[src/rtl/vend_pkg.sv]
// Shared types and constants for the vending transaction scheduler.
package vend_pkg;

    typedef enum logic [1:0] {IDLE, EXEC, DISP, REFUND} state_t;

    localparam int NUM_REQ = 7;

    // Request vector layout: {clear, refund, buy25, buy15, +50, +10, +5}
    localparam int REQ_COIN5  = 0;
    localparam int REQ_COIN10 = 1;
    localparam int REQ_COIN50 = 2;
    localparam int REQ_BUY15  = 3;
    localparam int REQ_BUY25  = 4;
    localparam int REQ_REFUND = 5;
    localparam int REQ_CLEAR  = 6;

    localparam logic [10:0] COIN5   = 11'd5;
    localparam logic [10:0] COIN10  = 11'd10;
    localparam logic [10:0] COIN50  = 11'd50;
    localparam logic [10:0] PRICE15 = 11'd15;
    localparam logic [10:0] PRICE25 = 11'd25;

    function automatic logic [10:0] coin_value(input logic [NUM_REQ-1:0] g);
        if (g[REQ_COIN50])      return COIN50;
        else if (g[REQ_COIN10]) return COIN10;
        else                    return COIN5;
    endfunction

    function automatic logic [10:0] buy_price(input logic [NUM_REQ-1:0] g);
        return g[REQ_BUY25] ? PRICE25 : PRICE15;
    endfunction

endpackage

[src/rtl/vend_req_arb.sv]
// Pending-request register with fixed-priority pick:
// clear > refund > +50 > +10 > +5 > buy25 > buy15.
module vend_req_arb
    import vend_pkg::*;
(
    input  logic               clk,
    input  logic               rst,
    input  logic [NUM_REQ-1:0] req,
    input  logic               take,
    output logic [NUM_REQ-1:0] winner,
    output logic               any
);

    logic [NUM_REQ-1:0] pending;

    always_comb begin
        winner = '0;
        if (pending[REQ_CLEAR])       winner[REQ_CLEAR]  = 1'b1;
        else if (pending[REQ_REFUND]) winner[REQ_REFUND] = 1'b1;
        else if (pending[REQ_COIN50]) winner[REQ_COIN50] = 1'b1;
        else if (pending[REQ_COIN10]) winner[REQ_COIN10] = 1'b1;
        else if (pending[REQ_COIN5])  winner[REQ_COIN5]  = 1'b1;
        else if (pending[REQ_BUY25])  winner[REQ_BUY25]  = 1'b1;
        else if (pending[REQ_BUY15])  winner[REQ_BUY15]  = 1'b1;
    end

    assign any = |pending;

    // New pulses are OR-ed in after the grant clear, so a pulse that
    // coincides with its own grant stays pending for a later pass.
    always_ff @(posedge clk or posedge rst) begin
        if (rst) pending <= '0;
        else     pending <= (pending & ~(take ? winner : '0)) | req;
    end

endmodule

[src/rtl/vend_txn_scheduler.sv]
// Vending transaction scheduler: serialises coin/buy/refund/clear requests.
// Define VEND_REFUND_HS_EN to hold refunds in REFUND until refund_ack.
module vend_txn_scheduler
    import vend_pkg::*;
#(
    parameter int MAX_CREDIT = 999,
    parameter int DISP_CYC   = 4
) (
    input  logic       clk,
    input  logic       rst,
    input  logic [2:0] coin_req,
    input  logic [1:0] buy_req,
    input  logic       refund_req,
    input  logic       clear_req,
    input  logic       refund_ack,
    output logic [9:0] credit,
    output logic       dispense,
    output logic       refund_valid,
    output logic [9:0] refund_amt,
    output logic       err_low,
    output logic       err_full,
    output logic       busy
);

    localparam int               CNT_W     = (DISP_CYC > 1) ? $clog2(DISP_CYC) : 1;
    localparam logic [10:0]      MAX_C     = 11'(MAX_CREDIT);
    localparam logic [CNT_W-1:0] DISP_LAST = CNT_W'(DISP_CYC - 1);

    state_t             state, state_d;
    logic [NUM_REQ-1:0] grant, grant_d, winner;
    logic               any, take;
    logic [9:0]         credit_q, credit_d;
    logic               err_low_q, err_low_d, err_full_q, err_full_d;
    logic [CNT_W-1:0]   cnt, cnt_d;
    logic [10:0]        sum, diff, price;

    vend_req_arb u_arb (
        .clk    (clk),
        .rst    (rst),
        .req    ({clear_req, refund_req, buy_req, coin_req}),
        .take   (take),
        .winner (winner),
        .any    (any)
    );

    always_ff @(posedge clk or posedge rst) begin
        if (rst) begin
            state      <= IDLE;
            grant      <= '0;
            credit_q   <= '0;
            err_low_q  <= 1'b0;
            err_full_q <= 1'b0;
            cnt        <= '0;
        end else begin
            state      <= state_d;
            grant      <= grant_d;
            credit_q   <= credit_d;
            err_low_q  <= err_low_d;
            err_full_q <= err_full_d;
            cnt        <= cnt_d;
        end
    end

    always_comb begin
        state_d      = state;
        grant_d      = grant;
        credit_d     = credit_q;
        err_low_d    = err_low_q;
        err_full_d   = err_full_q;
        cnt_d        = cnt;
        take         = 1'b0;
        dispense     = 1'b0;
        refund_valid = 1'b0;
        refund_amt   = '0;
        price        = buy_price(grant);
        sum          = {1'b0, credit_q} + coin_value(grant);
        diff         = {1'b0, credit_q} - price;
        case (state)
            IDLE: begin
                if (any) begin
                    take    = 1'b1;
                    grant_d = winner;
                    state_d = EXEC;
                end
            end
            EXEC: begin
                state_d = IDLE;
                if (grant[REQ_CLEAR]) begin
                    credit_d   = '0;
                    err_low_d  = 1'b0;
                    err_full_d = 1'b0;
                end else if (grant[REQ_REFUND]) begin
                    if (credit_q != '0) begin
`ifdef VEND_REFUND_HS_EN
                        state_d = REFUND;
`else
                        refund_valid = 1'b1;
                        refund_amt   = credit_q;
                        credit_d     = '0;
`endif
                    end
                end else if (|grant[REQ_COIN50:REQ_COIN5]) begin
                    if (sum <= MAX_C) begin
                        credit_d   = sum[9:0];
                        err_low_d  = 1'b0;
                        err_full_d = 1'b0;
                    end else begin
                        err_full_d = 1'b1;
                    end
                end else begin
                    if ({1'b0, credit_q} >= price) begin
                        credit_d   = diff[9:0];
                        err_low_d  = 1'b0;
                        err_full_d = 1'b0;
                        cnt_d      = '0;
                        state_d    = DISP;
                    end else begin
                        err_low_d = 1'b1;
                    end
                end
            end
            DISP: begin
                dispense = 1'b1;
                if (cnt == DISP_LAST) state_d = IDLE;
                else                  cnt_d   = cnt + 1'b1;
            end
            REFUND: begin
                // Amount tracks credit, which cannot change while parked here.
                refund_valid = 1'b1;
                refund_amt   = credit_q;
                if (refund_ack) begin
                    credit_d = '0;
                    state_d  = IDLE;
                end
            end
            default: state_d = IDLE;
        endcase
    end

    assign credit   = credit_q;
    assign err_low  = err_low_q;
    assign err_full = err_full_q;
    assign busy     = (state != IDLE);

endmodule
[config.mk]
export PLATFORM = sky130hd
export DESIGN_NAME = vend_txn_scheduler
export DESIGN_NICKNAME = d
export VERILOG_FILES = /design/src/rtl/vend_pkg.sv /design/src/rtl/vend_req_arb.sv /design/src/rtl/vend_txn_scheduler.sv
export SDC_FILE = /design/constraint.sdc
export NUM_CORES = 1
export LEC_CHECK = 0
export ABC_AREA = 1
export CAP_MARGIN = 20
export CORE_MARGIN = 2
export CORE_UTILIZATION = 53
export DETAILED_ROUTE_END_ITERATION = 8
export PLACE_DENSITY = 0.81
export SYNTH_ARGS = -nofsm -noshare
export SYNTH_HDL_FRONTEND = slang
export SYNTH_SLANG_ARGS = --single-unit
[constraint.sdc]
create_clock -name clk -period 4.85 [get_ports clk]
set_input_delay 0.7275 -clock clk [delete_from_list [all_inputs] [get_ports clk]]
set_output_delay 0.7275 -clock clk [all_outputs]
set_load 0.01 [all_outputs]
==> impl_metrics.json, run 1 <==
{
  "status": "finished, final reports clean",
  "stdcell_area_um2": 2770,
  "fp.dieW_um": 69.8,
  "post_dp_cell_area_um2": 2690,
  "leakage_nw": 1.42,
  "n_fill_cell": 370,
  "period_share": 0.612,
  "cts_root_buf": "clkbuf_8",
  "cp-end-kind": "primary output",
  "reg2reg_from": "grant[2]$_DFFE_PP0P_",
  "cts_hold_buffers": 0,
  "synth_compound_area_frac": 0.111,
  "tritoncts": "yes",
  "final_cells": 416,
  "yosys.area_share.xor_xnor": 0.00763,
  "power_frac_seq": 0.289,
  "required_ns": 4.12,
  "first_iter_violations": 169,
  "wire_per_inst_um": 13.9,
  "async_flop_share": 1.00,
  "routed_wl_mm": 5.80,
  "ys_types": 38,
  "cts_buffer_depth": 2,
  "dieArea_um2": 4870,
  "vias": 2303,
  "worstPathArrival_ns": 2.24,
  "grt.total_usage": 0.261,
  "dp.cells": 408,
  "p_clk_frac": 0.137,
  "synth_edf_count": 0,
  "grt_pass1_vias": 2192,
  "clk_pin_slew_ns": 0.06,
  "postCtsSetupBuffers": 0,
  "dp_hpwl_mm": 4.56,
  "grt-ovfl-total": 0,
  "p_switching_uw": 695,
  "htree_levels": 2,
  "synth_flop_cell": "dfrtp_1",
  "detailedPlace.worstSlack_ns": 2.22,
  "fp-row-count": 23,
  "hold_class": "flip-flop to flip-flop",
  "syn_inst": 328,
  "synthesis.nets": 349,
  "crit_path_start_kind": "flip-flop",
  "syn_to_final_growth_pct": 20.7,
  "sw_frac_of_total": 0.499,
  "io_pins": 35,
  "cts_sinks": 29,
  "max_cap_viol_count": 0,
  "worst_pin_slew_ns": 0.864,
  "synthAdderAreaFrac": 0.0665,
  "globalplace.congestion": 0.933,
  "clock_latency_ns": 0.29,
  "synth_top_family_by_area": "simple AND/OR/NAND/NOR gates",
  "reg2reg_depth": 11,
  "grt_pass1_wl_mm": 10.3,
  "max_freq_mhz": 337,
  "post_cts_resized": 0,
  "power_density_nw_per_um2": 504,
  "relSlewSlack": 0.422,
  "drive_above_1_share": 0.120,
  "p_comb_frac": 0.574,
  "crit_start": "credit[7]$_DFFE_PP0P_",
  "setup_ws_ns": 1.88,
  "slew_viol_final": 0,
  "ys_ff_latch": 29,
  "grt_max_degree": 17,
  "vdd_drop_max_uv": 340,
  "yosys_warnings": 0,
  "hold_viol_final": 0,
  "die_y_um": 69.8,
  "antennaDiodeCount": 0,
  "routed_via_density": 5.54,
  "finalNetCount": 386,
  "crit_end": "refund_amt[0]",
  "grt_antenna_before_repair": 0,
  "whs_ns": 0.480,
  "start_util": 0.562,
  "internal_power_uw": 699,
  "r2r_end": "credit[2]$_DFFE_PP0P_",
  "muxShareOfSynthArea": 0,
  "ff2ff_setup_slack_ns": 2.31,
  "setup_viol": 0,
  "avgSynthCellArea_um2": 7.00,
  "numPortBuffers": 34,
  "path_class": "flip-flop to primary output",
  "cts_buffers": 5,
  "skew_ns": 0.0101,
  "rsz0062_at_grt": "false",
  "synth.cell_area_um2": 2290,
  "ys_seq_area_frac": 0.316,
  "cp_max_fo": 10,
  "placeableCoreArea_um2": 4090,
  "first_pass_iters": 5,
  "yosys.area_share.simple": 0.392,
  "finalCriticalPeriod_ns": 2.97,
  "setup_tns_ns": 0,
  "drc_errors": 0,
  "ant_nets": 0
}
## kinds of logic (layout without fill, tap and decap cells)
| logic type | Yosys count | in the layout |
|---|---|---|
| flops | 29 | 29 |
| xor+xnor | 2 | 2 |
| fa+ha+maj | 11 | 11 |
| simple gates | 185 | 185 |
| buf+inv | 60 | 98 |
| compound gates | 41 | 41 |
## critical path, stage by stage, from the launching register on
cell	delay [ns]
dfrtp_1	0.50
nor2_1	0.18
nand2_1	0.09
nor4_1	0.34
a21oi_1	0.17
inv_1	0.14
nor2_1	0.05
clkdlybuf4s50_1	0.48
## how the worst min path moves through the flow
stage / start / end / slack [ns] / depth (start not counted)
floorplan: grant[0]$_DFFE_PP0P_ / grant[0]$_DFFE_PP0P_ / 0.45 / 1
global placement: err_low$_DFFE_PP0P_ / err_low$_DFFE_PP0P_ / 0.46 / 2
detailed placement: err_low$_DFFE_PP0P_ / err_low$_DFFE_PP0P_ / 0.47 / 2
CTS: err_low$_DFFE_PP0P_ / err_low$_DFFE_PP0P_ / 0.48 / 2
global route: grant[0]$_DFFE_PP0P_ / grant[0]$_DFFE_PP0P_ / 0.50 / 1
finish: err_low$_DFFE_PP0P_ / err_low$_DFFE_PP0P_ / 0.48 / 2
## cells in the mapped netlist, drive strengths merged, types with 2 or more instances
cell,number,area [um2]
inv,53,199
o21bai,7,52.6
ha,9,113
nor4,3,18.8
xnor2,2,17.5
a21o,3,22.5
nand3,31,210
a21oi,11,55.1
nand4,9,62.6
fa,2,40.0
nor2,46,180
nor3,5,25.0
o211ai,2,15.0
dfrtp,29,726
buf,4,32.5
o21ai,11,55.1
or2,3,18.8
nand2,87,377
clkinv,2,8.75
## stage by stage
step,utilization,power [mW]
floorplan,-,0.953
finish,0.678,1.39
CTS,0.678,1.39
detailed placement,0.658,1.20
global route,0.678,1.52
global placement,0.651,1.18
## cells in the final DEF (no fill, tap or decap)
cell type	synthesis	layout
a211oi_1	1	1
a21boi_1	1	1
a21o_1	3	3
a21oi_1	11	11
a221oi_1	1	1
buf_16	0	1
clkbuf_1	1	3
clkbuf_8	0	5
clkdlybuf4s50_1	0	34
clkinv_1	1	1
clkinv_2	1	1
dfrtp_1	29	29
fa_1	2	2
ha_1	9	9
inv_1	47	47
inv_2	6	6
nand2_1	73	73
nand2_2	11	11
nand2_4	3	3
nand3_1	20	20
nand3_2	11	11
nand3b_1	1	1
nand4_1	8	8
nand4_2	1	1
nor2_1	43	43
nor2_2	3	3
nor3_1	5	5
nor4_1	3	3
o211ai_1	2	2
o21a_1	1	1
o21ai_0	11	11
o21bai_1	7	7
o221ai_1	1	1
o22ai_1	1	1
o311ai_0	1	1
or2_1	1	1
or2_2	2	2
xnor2_1	2	2
## sequential cells by signal (all words and copies together) (netlist names)
name	count
grant	6
u_arb.pending	7
cnt	2
state	2
err_low	1
err_full	1
credit	10
## routing by layer
layer	track usage	vias up	wire (um)
met4	0.0791	0	97
met3	0.0480	9	356
met5	0	-	0
met2	0.430	90	2860
met1	0.350	1073	2490
li1	-	1131	-
## power by group through the flow
stage               clock network, mW  registers [mW]  logic, mW
floorplan                           0           0.382      0.571
global placement                    0           0.402      0.774
detailed placement                  0           0.405      0.790
CTS                             0.195           0.401      0.797
global route                    0.206           0.413      0.905
finish                          0.192           0.403      0.800
## final cells by class
| type | instances | area (um2) | share of cell area |
|---|---|---|---|
| clock buffer | 8 | 80.1 | 0.0289 |
| inverter | 55 | 208 | 0.0750 |
| multi-input combinational | 239 | 1330 | 0.479 |
| tap | 50 | 62.6 | 0.0226 |
| sequential | 29 | 726 | 0.262 |
| timing repair buffer | 35 | 368 | 0.133 |
Note: power is estimated with default switching activity, not from simulation.
==> run 2: changes to the inputs <==
- CORE_UTILIZATION: 53 -> 49
- PLACE_DENSITY: 0.81 -> 0.78
- clock period: 4.85 -> 2.6 ns (I/O delays scaled with it)
==> impl_metrics.json, run 2 (synthesis results as in run 1) <==
{
  "post_dp_cell_area_um2": 2710,
  "die_y_um": 72.4,
  "io_pins": 35,
  "drive_above_1_share": 0.187,
  "hold_viol_final": 0,
  "vias": 2306,
  "path_class": "flip-flop to primary output",
  "stdcell_area_um2": 2920,
  "setup_ws_ns": 0.0793,
  "finalCriticalPeriod_ns": 2.52,
  "r2r_end": "credit[1]$_DFFE_PP0P_",
  "cp-end-kind": "primary output",
  "cts_buffers": 5,
  "hold_class": "input pin to asynchronous set/reset pin",
  "grt_pass1_vias": 2246,
  "period_share": 0.969,
  "finalNetCount": 395,
  "reg2reg_depth": 12,
  "placeableCoreArea_um2": 4440,
  "routed_via_density": 5.40,
  "grt.total_usage": 0.250,
  "mostFrequentLayoutCell": "nand2_1",
  "reg2reg_from": "credit[1]$_DFFE_PP0P_",
  "ant_nets": 0,
  "start_util": 0.516,
  "cts_root_buf": "clkbuf_8",
  "tritoncts": "yes",
  "max_cap_viol_count": 0,
  "antennaDiodeCount": 0,
  "fp.dieW_um": 72.4,
  "cp_max_fo": 6,
  "grt_antenna_before_repair": 0,
  "clk_pin_slew_ns": 0.07,
  "leakage_nw": 1.53,
  "grt_max_degree": 30,
  "wire_per_inst_um": 14.4,
  "layout_common_cells": "nand2_1 (73), inv_1 (42), nor2_1 (42)",
  "first_pass_iters": 5,
  "required_ns": 2.21,
  "max_freq_mhz": 397,
  "first_iter_violations": 195,
  "total_power_mw": 2.92,
  "worstPathArrival_ns": 2.13,
  "globalplace.congestion": 0.928,
  "cts_sinks": 29,
  "dieArea_um2": 5250,
  "cts_buffer_depth": 2,
  "vdd_drop_max_uv": 635,
  "setup_viol": 0,
  "ff2ff_setup_slack_ns": 0.17,
  "setup_tns_ns": 0,
  "grt_pass1_wl_mm": 10.1,
  "drc_errors": 0,
  "skew_ns": 0.0116,
  "power_density_nw_per_um2": 1000,
  "dp_hpwl_mm": 4.52,
  "htree_levels": 2,
  "largest_reg_flops": 10,
  "grt-ovfl-total": 0,
  "status": "finished, final reports clean",
  "relSlewSlack": 0.600,
  "detailedPlace.worstSlack_ns": 0.185,
  "numPortBuffers": 34,
  "worst_pin_slew_ns": 0.600,
  "crit_path_start_kind": "flip-flop",
  "clock_latency_ns": 0.29,
  "fp-row-count": 24,
  "slew_viol_final": 0,
  "routed_wl_mm": 6.16,
  "syn_to_final_growth_pct": 27.0,
  "rsz0062_at_grt": "true"
}
[run 2: cell count changes in the layout (fill, tap and decap cells not counted), sizes merged]
cell           delta
buf               +9
bufinv            +1
clkbuf            -1
clkdlybuf4s50     -3
dlymetal6s2s      +3
[run 2: per-stage QoR]
step | hold WS [ns] | std cells | util
floorplan | 0.450 | 328 | -
global placement | 0.464 | 415 | 0.610
detailed placement | 0.467 | 415 | 0.610
CTS | 0.491 | 423 | 0.639
global route | 0.525 | 427 | 0.656
finish | 0.481 | 427 | 0.656
[run 2: worst max path at each step]
stage	start	endpoint	slack [ns]	depth (start not counted)
2_1_floorplan	credit[0]$_DFFE_PP0P_	credit[2]$_DFFE_PP0P_	0.41	16
3_3_place_gp	grant[2]$_DFFE_PP0P_	credit[6]$_DFFE_PP0P_	0.25	18
3_5_place_dp	grant[2]$_DFFE_PP0P_	credit[4]$_DFFE_PP0P_	0.18	18
4_1_cts	credit[5]$_DFFE_PP0P_	refund_amt[3]	0.04	7
5_1_grt	credit[3]$_DFFE_PP0P_	refund_amt[0]	-0.04	7
6_report	credit[3]$_DFFE_PP0P_	refund_amt[0]	0.08	7
[run 2: final cells by class]
cell class	count	area [um2]
fill	399	1530
clock inverter	1	30.0
timing repair buffer	44	423
inverter	55	210
multi-input combinational	239	1370
clock buffer	7	86.3
tap	52	65.1
sequential	29	733
[run 2: power by group]
part | switching (mW) | leakage, nW | internal (mW)
combinational | 1.06 | 1.12 | 0.638
clock | 0.181 | 0.0585 | 0.312
sequential | 0.156 | 0.350 | 0.570
[run 2: what timing repair did]
action | in CTS | in global routing
hold buffers | 0 | 0
pin swaps | 0 | 2
buffers inserted | 0 | 4
setup endpoints to repair | 4 | 14
resized for setup | 3 | 18
[run 2: routing by layer]
| metal | routed length, um | part of all wire | GRT usage | up-vias |
|---|---|---|---|---|
| met1 | 2660 | 0.43 | 0.307 | 1064 |
| met5 | 0 | 0 | 0 | - |
| met4 | 122 | 0.020 | 0.0782 | 0 |
| met3 | 320 | 0.052 | 0.0556 | 14 |
| li1 | - | - | - | 1154 |
| met2 | 3060 | 0.50 | 0.436 | 74 |
[run 2: critical path, stage by stage, from the launching register on]
cell and delay (ns):
dfrtp_2 0.49, inv_2 0.11, nand4_1 0.17, nor4_4 0.32
a21oi_2 0.12, inv_2 0.10, nor2_1 0.05, clkdlybuf4s50_1 0.47
==> RTL edit 1: new RTL, settings of run 1 <==
The 4 states of `state_t` get a one-hot encoding in 4 bits.
--- a/src/rtl/vend_pkg.sv
+++ b/src/rtl/vend_pkg.sv
@@ -2,5 +2,5 @@
 package vend_pkg;
 
-    typedef enum logic [1:0] {IDLE, EXEC, DISP, REFUND} state_t;
+    typedef enum logic [3:0] {IDLE = 4'b0001, EXEC = 4'b0010, DISP = 4'b0100, REFUND = 4'b1000} state_t;
 
     localparam int NUM_REQ = 7;
Check against the original RTL: no difference found for any inputs over 10 cycles, from zero or initial values and one cycle with rst high; not proved beyond that.
==> RTL edit 1 against run 1 <==
- setup slack gained 0.054 ns
- cell count shrank 2.2%
- highest routed layer unchanged
- synthesized area shrank 1.4%
- register-to-register slack lost 0.23 ns
- design area is essentially flat
- wire length shrank 9.1%
- sequential cell count grew 1
- via count shrank 5.3%
- critical endpoint is now refund_amt[3]
Power is not compared: it rests on default switching activity, and its combinational part moved more than twofold at a synthesized area within 25%.
==> RTL edit 1: results (changes against run 1) <==
clock_skew_ns: 0.00385  # -0.00623 ns
synth-compound-area-share_pct: 13.3  # +2.1 points
grt_max_degree: 25  # +8
syn-num-nets: 340  # -2.6%
cp_top_family: "buffers and inverters"
grt_pass1_wl_um: 8780  # -15%
yosysSeqAreaShare_pct: 33.2  # +1.6 points
met1_length_um: 2340  # -6.0%
synthAdderAreaFrac_pct: 6.74  # +0.092 points
synthDistinctLibCells: 39  # +2.6%
num-fill-cells: 344  # -7.0%
cp_max_fo: 7  # -3
nets: 377  # -2.3%
vias_per_cell: 5.36  # -3.2%
cpPeakStageDelay_ns: 0.48  # -0.02 ns
grt_pass1_vias: 2001  # -8.7%
ys_top_cells_by_area: "dfrtp_1 32%, nand2_1 12%, inv_1 7.8%, nor2_1 6.5%, ha_1 5.0%"
place.gp.congestion: 0.966  # +3.6%
fin_cells: 407  # -2.2%
io_buffers: 33  # -2.9%
arrival_ns: 2.19  # -0.05 ns
hpwl_um: 3960  # -13%
status: "completed"
wl_met3_um: 320  # -10%
drt_first_pass_iters: 4  # -1
dp_cells: 398  # -2.5%
worstMarginPinSlew_ns: 0.693  # -0.170 ns
ys_top_cells_by_count: "75 x nand2_1, 47 x inv_1, 39 x nor2_1"
==> RTL edit 1: logic make-up (layout without fill, tap and decap cells) <==
kind of cell	after synthesis	count (layout)
AND/OR/NAND/NOR	170	170
buffers and inverters	57	95
AO/OA/AOI/OAI	48	48
flip-flops	30	30
adder cells (fa/ha/maj)	11	11
XOR/XNOR	3	3
==> RTL edit 1: final cells by class <==
type                    count  area [um^2]  area share [%]
repair buffers             35          365            13.2
clock buffers               6         72.6            2.62
multi-input cells         232         1280            46.3
inverters                  52          195            7.05
flip-flops and latches     30          752            27.2
well taps                  50         62.6            2.26
clock inverters             2         37.5            1.36
==> RTL edit 1: per-layer routing <==
layer | track usage (%) | up-vias
met5 | 0 | -
met4 | 8.06 | 0
met3 | 4.65 | 13
met2 | 37.8 | 72
met1 | 29.5 | 993
li1 | - | 1102
==> RTL edit 1: worst max-delay path by stage <==
stage          slack [ns]                    end             startpoint
6_report             1.94          refund_amt[3]  credit[2]$_DFFE_PP0P_
3_3_place_gp         2.20  credit[3]$_DFFE_PP0P_   grant[2]$_DFFE_PP0P_
5_1_grt              1.80          refund_amt[3]   state[2]$_DFFE_PP0P_
2_1_floorplan        2.69  credit[0]$_DFFE_PP0P_  credit[0]$_DFFE_PP0P_
4_1_cts              1.93          refund_amt[3]  credit[2]$_DFFE_PP0P_
3_5_place_dp         2.12  credit[0]$_DFFE_PP0P_   grant[2]$_DFFE_PP0P_
==> RTL edit 1: per-stage QoR <==
stage	utilization (%)	power, W	hold WS [ns]	area [um^2]	worst slack, ns
6_report	68.2	0.00101	0.496	2770	1.94
4_1_cts	68.0	0.00101	0.501	2760	1.93
5_1_grt	68.2	0.00108	0.527	2770	1.80
3_5_place_dp	65.3	0.000751	0.482	2650	2.12
3_3_place_gp	64.6	0.000736	0.473	2620	2.20
2_1_floorplan	-	0.000619	0.467	2260	2.69
==> RTL edit 1: power by group <==
part,switching (W),internal (W)
logic,0.000235,0.000163
registers,0.0000596,0.000297
clock network,0.0000992,0.000153
total,0.000393,0.000613
==> RTL edit 1: worst reg2reg max path, cell delays in order, from the launching register on <==
cell and delay (ns):
dfrtp_1 0.49, nor2_4 0.16, inv_1 0.15, ha_1 0.30
nand2_1 0.07, nor2_1 0.16, nand2_1 0.09, nand3_1 0.09
nand2_1 0.05, nand2_1 0.10, nand3_1 0.11, nor2_1 0.13
nand3_2 0.11, nand3_2 0.09, nand2_2 0.20, nand2_2 0.27
nand2_1 0.09, nand2_1 0.07
==> RTL edit 2: new RTL, settings of run 1 <==
Without the edit above. The parameter `DISP_CYC` goes from 4 to 8.
--- a/src/rtl/vend_txn_scheduler.sv
+++ b/src/rtl/vend_txn_scheduler.sv
@@ -5,5 +5,5 @@
 #(
     parameter int MAX_CREDIT = 999,
-    parameter int DISP_CYC   = 4
+    parameter int DISP_CYC   = 8
 ) (
     input  logic       clk,
Formal check against the unedited RTL: not equivalent (a bounded check fails within 10 cycles, from zero or initial values and one cycle with rst high).
==> RTL edit 2 against run 1 <==
- sequential cell count rose by 1
- synthesized area rose by 3.9%
- first-iteration DRC count rose by 18%
- design area rose by 2.5%
- largest power group unchanged
- setup slack got worse by 0.17 ns
- sequential power rose by 6.0%
- critical path depth did not move
- non-clock buffer count did not move
- global-route usage fell by 1.6 points
- power rose by 3.2%
- wire length fell by 3.3%
- die area rose by 3.6%
==> RTL edit 2: results (changes against run 1) <==
min_from: "u_arb.pending[3]$_DFF_PP0_"
drt-total-wl_um: 5610  # -3.3%
ys_top_cells_by_area: "dfrtp_1 31%, nand2_1 14%, inv_1 8.0%, nor2_1 7.9%, nand3_2 5.5%"
vias_per_cell: 5.45  # -1.6%
nets: 404  # +4.7%
worstHoldEndpoint: "u_arb.pending[3]$_DFF_PP0_"
place.gp.congestion: 0.912  # -2.3%
dpl_worst_slack_ns: 2.04  # -0.177 ns
path_clk_slew_ns: 0.07
syn-num-nets: 368  # +5.4%
yosysSeqAreaShare_pct: 31.5  # -0.13 points
place_area_um2: 2740  # +2.0%
reg2regPathDepth: 18  # +7
fin_ws_ns: 1.71  # -0.170 ns
synthAdderAreaFrac_pct: 6.93  # +0.28 points
synth-xor-area-share_pct: 1.05  # +0.29 points
grt_pass1_vias: 2245  # +2.4%
worstMarginPinSlew_ns: 0.963  # +0.0998 ns
critPathLaunch: "credit[0]$_DFFE_PP0P_"
drt_first_pass_iters: 4  # -1
status: "completed"
async_flop_share_pct: 100  # unchanged
arrival_ns: 2.41  # +0.17 ns
endpoint: "refund_amt[6]"
r2r_slack_ns: 2.10  # -0.21 ns
irDropWorstVdd_uv: 329  # -3.2%
drive_above_1_share_pct: 9.40  # -2.6 points
clock_latency_ns: 0.28
synth_top_family_by_area: "simple AND/OR/NAND/NOR gates"
drt_iter0_drc: 200  # +18%
grtUsageTotal_pct: 24.5  # -1.6 points
clock_skew_ns: 0.00665  # -0.00343 ns
ys_top_cells_by_count: "88 x nand2_1, 51 x inv_1, 50 x nor2_1"
rr_endpoint: "credit[3]$_DFFE_PP0P_"
multi_input_area_um2: 1390  # +4.5%
yosys_warnings: 0  # unchanged
io_buffers: 34  # unchanged
hold_depth: 1  # -1
hpwl_um: 4370  # -4.2%
synth-compound-area-share_pct: 11.7  # +0.58 points
grt_max_degree: 31  # +14
num-fill-cells: 391  # +5.7%
grt_pass1_wl_um: 9870  # -4.4%
synthDistinctLibCells: 36  # -5.3%
p_leak_nw: 1.43  # +0.80%
RTL edit 2: changes by cell type in the layout (fill, tap and decap cells not counted), moves of 3 or more:
cell and change:
inv_2 -5, nor3_1 +3, nor2_1 +7, clkbuf_1 -3
nand4_1 -4, a31oi_1 +3, nand2_1 +15, inv_1 +4
o21bai_1 -3, nand2_2 -5
RTL edit 2: layout make-up:
class	count	share of cell area (%)
repair buffers	35	12.3
multi-input cells	258	48.8
well taps	52	2.29
inverters	52	6.88
flip-flops and latches	30	26.4
clock inverters	2	0.441
clock buffers	6	2.91
RTL edit 2: where the power goes:
part | internal (W) | leakage (nW) | switching, W
Clock | 0.000114 | 0.0472 | 0.0000962
Sequential | 0.000316 | 0.372 | 0.000111
Combinational | 0.000305 | 1.01 | 0.000497
RTL edit 2: critical path: cells and delay by family, from the launching register on:
family | cells | cell delay [ns]
buf+inv | 3 | 0.84
compound gates | 1 | 0.09
flops | 1 | 0.50
simple gates | 3 | 0.68
RTL edit 2: logic make-up after synthesis:
logic type	after synthesis
AND/OR/NAND/NOR	199
buffers and inverters	58
AO/OA/AOI/OAI	45
flip-flops	30
adder cells (fa/ha/maj)	12
XOR/XNOR	2
RTL edit 2: per-stage QoR:
stage	hold WS [ns]	std cells
2_1_floorplan	0.450	346
3_3_place_gp	0.465	427
3_5_place_dp	0.469	427
4_1_cts	0.484	435
5_1_grt	0.492	435
6_report	0.479	435
RTL edit 2: metal layers:
metal,GRT usage [%],vias up,share of wire (%)
met5,0,-,0
met1,31.6,1076,43
li1,-,1196,-
met2,41.5,94,49
met4,8.18,0,0.78
met3,4.56,4,6.4
